===== config.mk =====
export PLATFORM = sky130hd
export DESIGN_NAME = regfile_mp_clr
export DESIGN_NICKNAME = d
export VERILOG_FILES = /design/src/rtl/regfile_mp_clr.sv
export SDC_FILE = /design/constraint.sdc
export NUM_CORES = 2
export LEC_CHECK = 0
export CORE_AREA = 2 2 268 535
export DETAILED_ROUTE_END_ITERATION = 10
export DIE_AREA = 0 0 270 537
export GPL_ROUTABILITY_DRIVEN = 0
export HOLD_SLACK_MARGIN = 0.02
export PLACE_DENSITY = 0.59
export SLEW_MARGIN = 10
export SYNTH_ARGS = -nofsm -noshare
export SYNTH_HDL_FRONTEND = slang
export SYNTH_SLANG_ARGS = --single-unit

===== constraint.sdc =====
create_clock -name clk -period 9.22 [get_ports clk]
set_input_delay 1.844 -clock clk [delete_from_list [all_inputs] [get_ports clk]]
set_output_delay 1.844 -clock clk [all_outputs]
set_load 0.01 [all_outputs]

===== src/rtl/regfile_mp_clr.sv =====
// Register file with two prioritized write ports and two bypassing read ports.
// A sequential clear engine zeroes the whole array after reset or on clr_req.
//
//   state | meaning
//   CLEAR | zero mem[cnt] each cycle; reads return 0, writes and clr_req ignored
//   READY | array usable; writes land, reads bypass same-cycle writes
module regfile_mp_clr #(
  parameter int DATA_W   = 32,
  parameter int DEPTH    = 32,
  parameter int ADDR_W   = $clog2(DEPTH),
  parameter int ZERO_REG = 1
) (
  input  logic              clk,
  input  logic              rst,
  input  logic              clr_req,
  output logic              ready,
  input  logic              we0,
  input  logic [ADDR_W-1:0] wa0,
  input  logic [DATA_W-1:0] wd0,
  input  logic              we1,
  input  logic [ADDR_W-1:0] wa1,
  input  logic [DATA_W-1:0] wd1,
  input  logic [ADDR_W-1:0] ra0,
  input  logic [ADDR_W-1:0] ra1,
  output logic [DATA_W-1:0] rd0,
  output logic [DATA_W-1:0] rd1
);

  typedef enum logic {CLEAR, READY} state_t;

  localparam logic [ADDR_W-1:0] LAST = ADDR_W'(DEPTH - 1);
  localparam bit ZERO_EN = (ZERO_REG != 0);

  state_t state, stateNext;
  logic [ADDR_W-1:0] cnt, cntNext;
  logic [DATA_W-1:0] mem [DEPTH];
  logic wrOpen;
  logic keep0, keep1;

  assign ready  = (state == READY);
  assign wrOpen = ready && !clr_req;
  assign keep0  = we0 && !(ZERO_EN && wa0 == '0);
  assign keep1  = we1 && !(ZERO_EN && wa1 == '0);

  always_ff @(posedge clk) begin
    if (rst) begin
      state <= CLEAR;
      cnt   <= '0;
    end else begin
      state <= stateNext;
      cnt   <= cntNext;
    end
  end

  always_comb begin
    stateNext = state;
    cntNext   = cnt;
    case (state)
      CLEAR: begin
        cntNext = cnt + ADDR_W'(1);
        if (cnt == LAST) begin
          stateNext = READY;
          cntNext   = '0;
        end
      end
      READY: begin
        if (clr_req) begin
          stateNext = CLEAR;
          cntNext   = '0;
        end
      end
      default: begin
        stateNext = CLEAR;
        cntNext   = '0;
      end
    endcase
  end

  // Port 1 is assigned last so it wins an address collision.
  always_ff @(posedge clk) begin
    if (!rst) begin
      if (state == CLEAR) begin
        mem[cnt] <= '0;
      end else if (wrOpen) begin
        if (keep0) mem[wa0] <= wd0;
        if (keep1) mem[wa1] <= wd1;
      end
    end
  end

  always_comb begin
    rd0 = '0;
    if (ready && !(ZERO_EN && ra0 == '0)) begin
      if (!clr_req && we1 && wa1 == ra0)      rd0 = wd1;
      else if (!clr_req && we0 && wa0 == ra0) rd0 = wd0;
      else                                    rd0 = mem[ra0];
    end
  end

  always_comb begin
    rd1 = '0;
    if (ready && !(ZERO_EN && ra1 == '0)) begin
      if (!clr_req && we1 && wa1 == ra1)      rd1 = wd1;
      else if (!clr_req && we0 && wa0 == ra1) rd1 = wd0;
      else                                    rd1 = mem[ra1];
    end
  end

endmodule


==> impl_metrics.py <==
metrics = {
    "outcome": {
        "status": "finished, final reports clean",
    },
    "setup_path": {
        "crit_path_max_fanout": 35,
        "end_kind": "output pin",
        "critPathKind": "in -> out",
        "cp.required_ns": 7.38,
        "cp.arrival_ns": 6.44,
        "worst_setup_path_start_kind": "input port",
    },
    "floorplanning": {
        "dieArea_sq_um": 145000,
        "core_sq_um": 141000,
        "ios": 154,
        "rows": 195,
        "die_x_microns": 270,
        "die_y_microns": 537,
        "start_util_pct": 41.9,
    },
    "synth": {
        "ys_warn_count": 0,
        "ys_ff_latch": 1030,
        "postSynthAreaPerCell_sq_um": 11.8,
        "synth_edf_count": 1024,
        "syn_area_sq_um": 59000,
        "synthFlopType": "edfxtp_1",
        "yosysSeqAreaShare_pct": 52.3,
        "netlist_instances": 5018,
        "synth.distinct_cells": 52,
        "async_flop_share_pct": 0,
        "syn_nets": 5109,
    },
    "timing": {
        "tightest_slew_ns": 1.36,
        "finalClockSkew_ns": 0.0219,
        "hold_viol_final": 0,
        "finalSetupViolCount": 0,
        "fin_crit_sh_pct": 89.8,
        "hold_slack_ns": 0.605,
        "finalMaxSlewViolations": 0,
        "fin_setup_tns_ns": 0,
        "fin_crit_ns": 8.28,
        "rsz0062_at_grt": "no",
        "timing.final.ws_setup_ns": 0.938,
        "relSlewSlack_pct": 9.29,
        "fmax_mhz": 121,
    },
    "cts": {
        "cts_tree": "built",
        "cts-resized-gates": 0,
        "cts_root_buffer": "clkbuf_16",
        "clock_path_buffers": 3,
        "htree_levels": 3,
        "cts_buffers": 96,
        "cts-hold-fix-buffers": 0,
        "cts_sinks": 1030,
        "clkTransAtPathRegs_ns": 0.07,
        "postCtsSetupRepairBufs": 0,
        "insertion_delay_ns": 0.75,
    },
    "global_routing": {
        "grt_max_degree": 122,
        "first_global_vias": 45197,
        "antenna_found_initial": 14,
        "track_usage_pct": 33.1,
        "grt_pass1_wl_microns": 337000,
        "grt-ovfl-total": 0,
    },
    "power_and_ir_drop": {
        "power_per_cell_area_nw_per_um2": 154,
        "p_leak_nw": 18.1,
        "peakVddDrop_uv": 157,
    },
    "drt": {
        "antenna_left": 0,
        "drt_pass1_iterations": 6,
        "route.vias.total": 45372,
        "avgViaCountPerCell": 6.74,
        "first_iter_violations": 7109,
        "remaining_drc_errors": 0,
        "routed_wirelength_microns": 242000,
        "wl_per_cell_microns": 35.9,
    },
    "place": {
        "dp_slack_ns": 1.07,
        "dpl_cell_area_sq_um": 62300,
        "post-place-cells": 6543,
        "dp_hpwl_microns": 138000,
        "port_buffers": 153,
    },
    "cells_and_area": {
        "design_area_sq_um": 65500,
        "syn2layout_area_growth_pct": 11.0,
        "nNetsFinal": 4862,
        "num-fill-cells": 12538,
        "final_layout_size_suffix_gt1_share_pct": 18.7,
        "instances_no_fill": 6728,
    },
    "job": {
        "maxCapViolCount": 0,
    },
    "min_path": {
        "min_path_type": "reg -> reg",
    },
}
area by class of cell:
type | count | area (sq um) | area share [%]
inverter | 33 | 124 | 0.189
clock inverter | 66 | 649 | 0.992
multi-input combinational | 3309 | 26200 | 40.0
timing repair buffer | 301 | 2810 | 4.29
antenna | 5 | 12.5 | 0.0191
clock buffer | 113 | 2490 | 3.80
tap | 1871 | 2340 | 3.58
sequential | 1030 | 30900 | 47.2
state kept, by name, indices dropped and copies added (netlist names):
signal	flops
cnt	5
mem	1024
ready	1
through the flow:
stage	power, mW	util [%]
floorplan	5.69	-
global placement	6.02	44.2
detailed placement	6.02	44.2
CTS	10.1	46.5
global route	10.3	46.5
finish	10.1	46.5
cells by family (layout without fill, tap and decap cells):
logic type / Yosys count / in the layout / synth area share, %
muxes: 522 / 522 / 19.8
and+or+nand+nor: 1276 / 1276 / 8.54
other: 0 / 5 / 0
xor gates and xnor gates: 20 / 20 / 0.297
AOI/OAI and AO/OA: 1489 / 1489 / 14.4
DFF: 1030 / 1030 / 52.3
buffers and inverters: 679 / 513 / 4.63
adders and majority gates: 2 / 2 / 0.0424
synth_stat cells, types with 3 or more instances:
cell      instances  area (sq um)
mux2i_1           4          40.0
clkbuf_2         30           150
or4_1             4          30.0
edfxtp_1       1024         30700
buf_6             4          45.0
mux4_2          512         11500
nand2b_1          7          43.8
a21o_1           32           240
clkbuf_1        518          1940
buf_1            12          45.0
nor2_1           76           285
xnor2_1          10          87.6
and2_1            3          18.8
nor3_1            8          40.0
nand2_1        1106          4150
nand3b_1          8          60.1
a211oi_1          5          37.5
o211ai_1         32           240
a22oi_1         307          2300
or3_1            32           200
buf_2            78           390
a21oi_1          73           365
xor2_1           10          87.6
nand2_2           4          25.0
nor2b_1          10          62.6
inv_1            33           124
dfxtp_1           6           120
nand4_1           3          18.8
nor4_1            3          18.8
o21ai_0         996          4980
buf_4             4          30.0
nand3_1           4          20.0
mux2_2            5          56.3
o22ai_1          33           206
where the power goes:
group	internal, mW	switching, mW
Sequential	5.10	0.0151
Clock	2.25	1.90
Combinational	0.287	0.534
critical path: stages:
cell	delay (ns)
clkdlybuf4s50_1	0.45
buf_4	0.32
xor2_1	0.13
nor4_1	0.57
and2_2	0.28
buf_4	0.54
or4_2	0.90
buf_4	0.38
a21oi_1	0.06
or3_1	0.43
clkdlybuf4s50_1	0.50
cells in the final DEF (no fill, tap or decap), drive strengths merged, types with 2 or more instances in the layout:
cell type / instances
ha: 2
mux2: 5
edfxtp: 1024
o211ai: 32
nand2: 1110
nor2: 76
nor3: 9
and3: 2
buf: 155
diode: 5
o22ai: 33
xnor2: 10
dfxtp: 6
clkdlybuf4s50: 146
o21ai: 998
inv: 35
clkinvlp: 4
o311ai: 2
nand4: 3
a21oi: 74
a22oi: 307
and2: 3
or4: 4
nand2b: 7
xor2: 10
nor2b: 10
nand3: 4
a21o: 32
clkinv: 49
a211oi: 5
mux2i: 5
nor4: 3
mux4: 512
or3: 32
nand3b: 8
bufinv: 11
clkbuf: 113
per-layer routing:
| layer | routed length [microns] | part of all wire [%] | up-vias | track usage [%] |
|---|---|---|---|---|
| met5 | 83 | 0.034 | - | 0 |
| met4 | 22300 | 9.2 | 12 | 25.7 |
| met3 | 29000 | 12 | 1008 | 8.41 |
| met2 | 114000 | 47 | 3580 | 53.8 |
| met1 | 76200 | 32 | 22213 | 37.5 |
| li1 | - | - | 18559 | - |
worst paths after layout:
check	startpoint	end	slack, ns	cells past startpoint
min	cnt[4]	cnt[4]	0.60	2
max reg2reg	ready	mem[21][12]	4.56	9
min reg2reg	cnt[4]	cnt[4]	0.60	2
max	ra1[1]	rd1[3]	0.94	11
(Power assumes the default switching activity.)
